## config.mk

```make
export PLATFORM = sky130hd
export DESIGN_NAME = fmps_stream_packer
export DESIGN_NICKNAME = d
export VERILOG_FILES = /design/src/rtl/fmps_stream_packer.sv
export SDC_FILE = /design/constraint.sdc
export NUM_CORES = 2
export LEC_CHECK = 0
export CAP_MARGIN = 0
export CELL_PAD_IN_SITES_DETAIL_PLACEMENT = 2
export CELL_PAD_IN_SITES_GLOBAL_PLACEMENT = 2
export CORE_UTILIZATION = 45
export DETAILED_ROUTE_END_ITERATION = 10
export GPL_TIMING_DRIVEN = 1
export PLACE_DENSITY_LB_ADDON = 0.1
export SYNTH_ARGS = -nofsm -noshare
export SYNTH_HDL_FRONTEND = slang
export SYNTH_SLANG_ARGS = --single-unit
export TNS_END_PERCENT = 20
```

## constraint.sdc

```tcl
create_clock -name sysClk -period 14.49 [get_ports sysClk]
set_input_delay 2.898 -clock sysClk [delete_from_list [all_inputs] [get_ports sysClk]]
set_output_delay 2.898 -clock sysClk [all_outputs]
set_load 0.02 [all_outputs]
```

## src/rtl/fmps_stream_packer.sv

```systemverilog
// rtl/fmps_stream_packer.sv - packs FA-framed FMPS samples into header+data AXI-stream frames
module fmps_stream_packer #(
  parameter int INDEX_WIDTH = 5,
  parameter int FIFO_AW     = 6
) (
  input  logic                   sysClk,
  input  logic                   sysReset,
  input  logic                   FAstrobe,
  input  logic                   fmpsValid,
  input  logic [INDEX_WIDTH-1:0] fmpsIndex,
  input  logic [31:0]            fmpsData,
  output logic                   M_TVALID,
  input  logic                   M_TREADY,
  output logic [31:0]            M_TDATA,
  output logic [INDEX_WIDTH-1:0] M_TUSER,
  output logic                   M_TLAST,
  output logic [15:0]            dropCount,
  output logic [15:0]            frameCount
);

  localparam int DEPTH = 1 << FIFO_AW;
  localparam int CW    = FIFO_AW + 1;

  typedef enum logic [1:0] {IDLE, HEADER, DATA} state_t;

  state_t state, state_nxt;

  // sample FIFO storage and bookkeeping
  logic [INDEX_WIDTH+31:0] mem [DEPTH];
  logic [FIFO_AW-1:0]      wr_ptr, rd_ptr;
  logic [CW-1:0]           fifo_cnt;

  // samples gathered since the last frame boundary
  logic [CW-1:0] col_cnt;
  logic          col_merged, col_dropped;

  // one-deep pending frame descriptor waiting for the output FSM
  logic          slot_valid;
  logic [CW-1:0] slot_cnt;
  logic          slot_merged, slot_dropped;

  // frame currently being emitted
  logic [CW-1:0] hdr_cnt;
  logic          hdr_merged, hdr_dropped;
  logic [CW-1:0] rem;
  logic [15:0]   seq;
  logic [9:0]    cnt_field;

  logic full, push, drop, accept, pop, consume;

  assign full      = (fifo_cnt == CW'(DEPTH));
  assign push      = fmpsValid & ~full;
  assign drop      = fmpsValid & full;
  assign accept    = M_TVALID & M_TREADY;
  assign pop       = (state == DATA) & accept;
  assign consume   = (state == IDLE) & slot_valid;
  assign cnt_field = 10'(hdr_cnt);

  // FIFO write storage; contents need no reset since pointers define validity
  always_ff @(posedge sysClk) begin
    if (!sysReset && push) mem[wr_ptr] <= {fmpsIndex, fmpsData};
  end

  // FIFO pointers and occupancy; a same-cycle push and pop leave the count unchanged
  always_ff @(posedge sysClk) begin
    if (sysReset) begin
      wr_ptr   <= '0;
      rd_ptr   <= '0;
      fifo_cnt <= '0;
    end else begin
      if (push) wr_ptr <= wr_ptr + 1'b1;
      if (pop)  rd_ptr <= rd_ptr + 1'b1;
      fifo_cnt <= fifo_cnt + CW'(push) - CW'(pop);
    end
  end

  // collect state, pending slot and drop counter; a strobe-coincident sample opens the next frame
  always_ff @(posedge sysClk) begin
    if (sysReset) begin
      col_cnt      <= '0;
      col_merged   <= 1'b0;
      col_dropped  <= 1'b0;
      slot_valid   <= 1'b0;
      slot_cnt     <= '0;
      slot_merged  <= 1'b0;
      slot_dropped <= 1'b0;
      dropCount    <= '0;
    end else begin
      if (drop && dropCount != 16'hFFFF) dropCount <= dropCount + 16'd1;
      if (FAstrobe && (!slot_valid || consume)) begin
        slot_valid   <= 1'b1;
        slot_cnt     <= col_cnt;
        slot_merged  <= col_merged;
        slot_dropped <= col_dropped;
        col_cnt      <= CW'(push);
        col_merged   <= 1'b0;
        col_dropped  <= drop;
      end else begin
        // slot still busy on a strobe: keep collecting so the next frame spans both periods
        if (consume)  slot_valid <= 1'b0;
        if (FAstrobe) col_merged <= 1'b1;
        col_cnt     <= col_cnt + CW'(push);
        col_dropped <= col_dropped | drop;
      end
    end
  end

  // output FSM state, header capture, sequence and frame counters
  always_ff @(posedge sysClk) begin
    if (sysReset) begin
      state       <= IDLE;
      hdr_cnt     <= '0;
      hdr_merged  <= 1'b0;
      hdr_dropped <= 1'b0;
      rem         <= '0;
      seq         <= '0;
      frameCount  <= '0;
    end else begin
      state <= state_nxt;
      if (consume) begin
        hdr_cnt     <= slot_cnt;
        hdr_merged  <= slot_merged;
        hdr_dropped <= slot_dropped;
      end
      if (state == HEADER && accept) begin
        seq <= seq + 16'd1;
        rem <= hdr_cnt;
        if (hdr_cnt == '0) frameCount <= frameCount + 16'd1;
      end
      if (pop) begin
        rem <= rem - 1'b1;
        if (rem == CW'(1)) frameCount <= frameCount + 16'd1;
      end
    end
  end

  // next-state and stream outputs; outputs derive from held state so they are stable under stall
  always_comb begin
    state_nxt = state;
    M_TVALID  = 1'b0;
    M_TDATA   = '0;
    M_TUSER   = '0;
    M_TLAST   = 1'b0;
    case (state)
      IDLE: begin
        if (slot_valid) state_nxt = HEADER;
      end
      HEADER: begin
        M_TVALID = 1'b1;
        M_TDATA  = {4'hF, hdr_merged, hdr_dropped, cnt_field, seq};
        M_TLAST  = (hdr_cnt == '0);
        if (accept) state_nxt = (hdr_cnt == '0) ? IDLE : DATA;
      end
      DATA: begin
        M_TVALID           = 1'b1;
        {M_TUSER, M_TDATA} = mem[rd_ptr];
        M_TLAST            = (rem == CW'(1));
        if (accept && rem == CW'(1)) state_nxt = IDLE;
      end
      default: state_nxt = IDLE;
    endcase
  end

endmodule

```

Yosys cells after proc, flatten, opt, wreduce, memory -nomap -nowiden

Memory sizes are Yosys's and may differ from the RTL's. A register that Yosys moved wholly into a read port is not among the register bits.
Index checks and enable logic that the tools add are counted.

Word-level logic and storage cells: 82
Output and inout bits: 71
Bits in writable memories: 2368
Register bits: 104
Memories kept: 1

Equality and inequality tests: 8
Multiplexer cells: 23
Add/sub/neg operators: 9
Reduce and logical (&&, ||, !) cells: 15
Bitwise operators: 7

Memory list:

| memory | depth | width | rd ports | clocked after Yosys merged registers in | write ports | RTL line | RTL |
|---|---|---|---|---|---|---|---|
| mem    | 64    | 37    | 1        | 1                                       | 1           | 29       | `logic [INDEX_WIDTH+31:0] mem [DEPTH];` |

Operators by type and width:

| cell                  | count |
|---|---|
| $mux 16               | 4 |
| $pmux 32 s2           | 1 |
| $add 16x1->16 const B | 3 |
| $ne 16x16->1 const B  | 1 |
| $add 7x1->7           | 2 |
| $mux 7                | 2 |
| $add 6x1->6 const B   | 2 |
| $mux 6                | 2 |
| $mux 2                | 4 |
| $eq 7x1->1 const B    | 1 |
| $eq 7x7->1 const B    | 1 |
| $logic_not 7->1       | 1 |
| $mux 1                | 7 |
| $sub 7x1->7           | 1 |
| $sub 7x1->7 const B   | 1 |
| $pmux 2 s3            | 1 |
| $and 1x1->1           | 5 |
| $logic_and 1x1->1     | 5 |
| $mux 5                | 1 |
| $ne 2x2->1 const B    | 2 |
| $reduce_bool 2->1     | 2 |
| $reduce_or 2->1       | 2 |
| $reduce_and 3->1      | 1 |
| $eq 2x1->1 const B    | 1 |
| other kinds (8)       | 9 |

Depth between registers and ports, before layout

Depth in word-level cells: 8
Gate-level depth with buffers: 16

Worst setup path before layout

OpenSTA, ideal clock, no wires.

Path kind: input to register
Start: input fmpsValid
End: memory mem[48][0] (netlist bit), enable pin
Setup slack: 6.524 ns
Setup time: 0.524 ns
Required time: 13.966 ns
Path buffers: 0
Stages: 5
Data arrival time: 7.442 ns
Cells stage by stage: a21boi_1 > inv_1 > nor2_1 > nand4b_1 > nor4_1

Longest elaborated chain between the ends: 4

RTL lines:

| element                      | RTL line | RTL |
|---|---|---|
| start: declaration           | 9        | `input logic fmpsValid,` |
| $and 1x1->1                  | 52       | `assign push = fmpsValid & ~full;` |
| $logic_and 1x1->1            | 61       | `if (!sysReset && push) mem[wr_ptr] <= {fmpsIndex, fmpsData};` |
| $mux 1                       | 61       |  |
| $mux 1 (implied by the code) | 61       |  |
| end: declaration             | 29       |  |

No other way between the ends.

==> impl_metrics.csv <==
group,metric,value,unit
outcome,outcome,"complete, no violations",
placement,io_buffers,112,
layout,nets,4796,
drt,via_per_inst,6.56,
grt,grt_first_pass_wirelength,455,mm
power_and_ir_drop,swShare,0.212,
power_and_ir_drop,seq_power_share,0.525,
floorplan,fp.dieH,463,um
worst_setup_path,cp.arrival,6080,ps
power_and_ir_drop,power_density,138,nW/um^2
grt,busiest_layer,"met2",
drt,routed_wl,333,mm
clock_network,cts_resized,0,
grt,met3_usage,0.0572,
power_and_ir_drop,ir_worst_vdd,0.154,mV
drt,drt_drc_violations_left,0,
sta,drv_slew,0,
clock_network,clkSinkCount,2478,
placement,place_congestion,0.766,
grt,grt_pass1_vias,53600,
logic_synthesis,syn_inst,4433,
run,cap_viol_max_count,0,
sta,tightest_slew,1320,ps
worst_setup_path,worstPathRequired,11590,ps
worst_setup_path,endpoint_kind,"output pin",
grt,antenna_found_initial,20,
worst_setup_path,crit_path_cell_trace,"buf_4 -> buf_12 -> buf_4 -> buf_4 -> mux4_2 -> mux4_2 -> a221oi_1 -> nand2_1 -> clkdlybuf4s50_1",
clock_network,cts_made_buffers,283,
grt,grt_usage,0.311,
logic_synthesis,ys.flop_type,"edfxtp_1",
clock_network,clock_latency,950,ps
worst_setup_path,critical_path_buf_inv_count,5,
worst_setup_path,path_class,"flip-flop to output pin",
clock_network,htree_levels,5,
logic_synthesis,syn_nets,4497,
power_and_ir_drop,p_leak,32.8,nW
logic_synthesis,yosysWarnings,0,
sta,hold_viol,0,
floorplan,die_w,463,um
logic_synthesis,synthArstFlopShare,0,
sta,grt_setup_unrepaired,"false",
clock_network,postCtsHoldBufs,0,
clock_network,clock_tree.buffer_depth,4,
drt,drt_pass1_iterations,5,
floorplan,num_rows,168,
sta,fin_hold_ws,462,ps
sta,finalCritPeriodShare,0.619,
worst_setup_path,cp-start-kind,"flip-flop",
logic_synthesis,synth.distinct_cells,66,
drt,vias,50700,
grt,grt_overflow,0,
drt,drtIter0Drc,6612,
worst_setup_path,critical_path.most_common_cell,"buf_4",
layout,drive_gt1_frac,0.263,
grt,grt_start_max_net_pins,109,
sta,min_period,8980,ps
power_and_ir_drop,p_comb_frac,0.019,
worst_setup_path,cp_slowest_cell,"buf_4",
sta,tns,0,ps
clock_network,clock-root-buffer,"clkbuf_16",
grt,grt_use_met2,0.516,
drt,postRouteAntennaNets,0,
sta,fin_skew,61.4,ps
clock_network,clk_pin_slew,60,ps
sta,timing.fmax,111,MHz
logic_synthesis,yosysSeqAreaShare,0.767,
floorplan,ios,113,
worst_setup_path,cp_top_family,"buffers and inverters",
floorplan,die-area,214000,um^2
worst_setup_path,cp_max_fo,93,
grt,grt_util_met1,0.413,
sta,setup_violations,0,
power_and_ir_drop,power_frac_clock,0.456,
worst_setup_path,cpPeakStageDelay,770,ps
power_and_ir_drop,power.total,15.0,mW
drt,wl_per_cell,43.2,um
clock_network,cts_tree,"yes",
logic_synthesis,synth-seq-cells,2478,
logic_synthesis,synth_area_per_cell,21.6,um^2
logic_synthesis,synth_edf_count,2368,
clock_network,cts_setup_buffers,0,
logic_synthesis,syn_area,95600,um^2
layout,area_delta_synth_final,13.8,%
floorplan,initial_utilization,0.454,
sta,slew_headroom,0.123,
floorplan,coreArea,210000,um^2
layout,layout_commonest_cell,"edfxtp_1",
power_and_ir_drop,p_int,11.8,mW
layout,final_cell_mix,"edfxtp_1 (2368), mux4_2 (631), clkbuf_16 (288)",
hold_path,hp-class,"flip-flop to flip-flop",
placement,dp_hpwl,177,mm
power_and_ir_drop,p_switching,3.18,mW
[worst paths after layout]
path | end | start | slack (ps) | depth (start not counted)
setup / recovery | M_TDATA[12] | flip-flop | 5510 | 9
hold / removal | slot_cnt[3]$_SDFFE_PP0P_ | slot_cnt[3]$_SDFFE_PP0P_ | 460 | 2
setup reg to reg | mem[22][5]$_DFFE_PP_ | fifo_cnt[2]$_SDFF_PP0_ | 9540 | 10
hold reg to reg | slot_cnt[3]$_SDFFE_PP0P_ | slot_cnt[3]$_SDFFE_PP0P_ | 460 | 2
[layout make-up]
type / count / area [um^2]
Sequential cell: 2478 / 73300
Clock buffer: 348 / 7470
Clock inverter: 120 / 931
Multi-Input combinational cell: 1696 / 21400
Timing Repair Buffer: 245 / 2020
Inverter: 28 / 111
Antenna cell: 5 / 12.5
Tap cell: 2805 / 3510
Fill cell: 17900 / 102000
[layer usage]
metal / part of all wire / vias to the layer above
met5: 0.00012 / -
met4: 0.040 / 6
met3: 0.081 / 672
met2: 0.49 / 2813
met1: 0.39 / 28100
li1: - / 19100
[sequential cells by signal, indices dropped and copies added (netlist names), 2 cells and up, named ones only]
| signal | cells |
|---|---|
| col_cnt | 7 |
| dropCount | 16 |
| fifo_cnt | 7 |
| frameCount | 16 |
| hdr_cnt | 7 |
| mem | 2368 |
| rd_ptr | 6 |
| rem | 7 |
| seq | 16 |
| slot_cnt | 7 |
| state | 2 |
| wr_ptr | 6 |
[worst reg2reg max path, stage by stage, from the launching register on]
cell	delay (ps)
dfxtp_1	350
inv_1	70
ha_1	190
and4b_1	240
a21boi_1	160
buf_4	210
inv_1	190
nor2_1	350
nand3_1	770
nor2_4	1150
buf_4	830
[stage by stage]
step                utilization  worst slack (ps)  instances  cell area [um^2]
finish                    0.517              5510       7725            109000
global route              0.517              5390       7721            109000
CTS                       0.517              5500       7720            109000
detailed placement        0.477              6520       7252            100000
global placement          0.477              6660       7252            100000
floorplan                     -              6520       4433             95600
[logic make-up after synthesis]
logic type               share of synthesized area
AND/OR/NAND/NOR                             0.0269
multiplexers                                 0.165
flip-flops                                   0.767
XOR/XNOR                                   0.00559
adder cells (fa/ha/maj)                    0.00296
AO/OA/AOI/OAI                               0.0187
buffers and inverters                       0.0140
[power by group through the flow]
| stage | Sequential [mW] | Combinational (mW) | Clock, mW |
|---|---|---|---|
| floorplan | 8.03 | 0.108 | 0 |
| global route | 7.89 | 0.300 | 7.13 |
| detailed placement | 8.04 | 0.278 | 0 |
| global placement | 8.04 | 0.256 | 0 |
| finish | 7.89 | 0.280 | 6.85 |
| CTS | 7.89 | 0.281 | 6.93 |
[cells in the mapped netlist, types with 4 or more instances]
cell | count | area share
nand4_1 | 20 | 0.0013
o22ai_1 | 47 | 0.0031
nor2b_1 | 20 | 0.0013
xnor2_1 | 23 | 0.0021
o221ai_1 | 5 | 0.00046
xor2_1 | 38 | 0.0035
nor2_1 | 154 | 0.0060
or3_1 | 7 | 0.00046
and2_1 | 5 | 0.00033
nor3_1 | 33 | 0.0017
a32oi_1 | 14 | 0.0013
a21oi_1 | 75 | 0.0039
buf_2 | 75 | 0.0039
dfxtp_1 | 110 | 0.023
a221oi_1 | 12 | 0.0011
or2_2 | 5 | 0.00033
mux4_2 | 631 | 0.15
and4_1 | 6 | 0.00055
clkbuf_1 | 80 | 0.0031
a311oi_1 | 7 | 0.00064
a31oi_1 | 10 | 0.00065
o21ai_1 | 4 | 0.00021
a2111oi_0 | 4 | 0.00037
edfxtp_1 | 2368 | 0.74
o211ai_1 | 4 | 0.00031
a211oi_1 | 19 | 0.0015
o21ai_0 | 25 | 0.0013
nand3_1 | 63 | 0.0033
nand2b_1 | 15 | 0.00098
nor4_1 | 8 | 0.00052
o31ai_1 | 8 | 0.00063
buf_1 | 22 | 0.00086
inv_1 | 26 | 0.0010
or4_1 | 5 | 0.00039
and3_1 | 15 | 0.00098
a22oi_1 | 13 | 0.0010
mux2_2 | 56 | 0.0066
mux2i_1 | 91 | 0.0095
ha_1 | 21 | 0.0027
buf_4 | 36 | 0.0028
buf_6 | 18 | 0.0021
nand2_1 | 201 | 0.0079
Power figures use the tool's default switching activity.
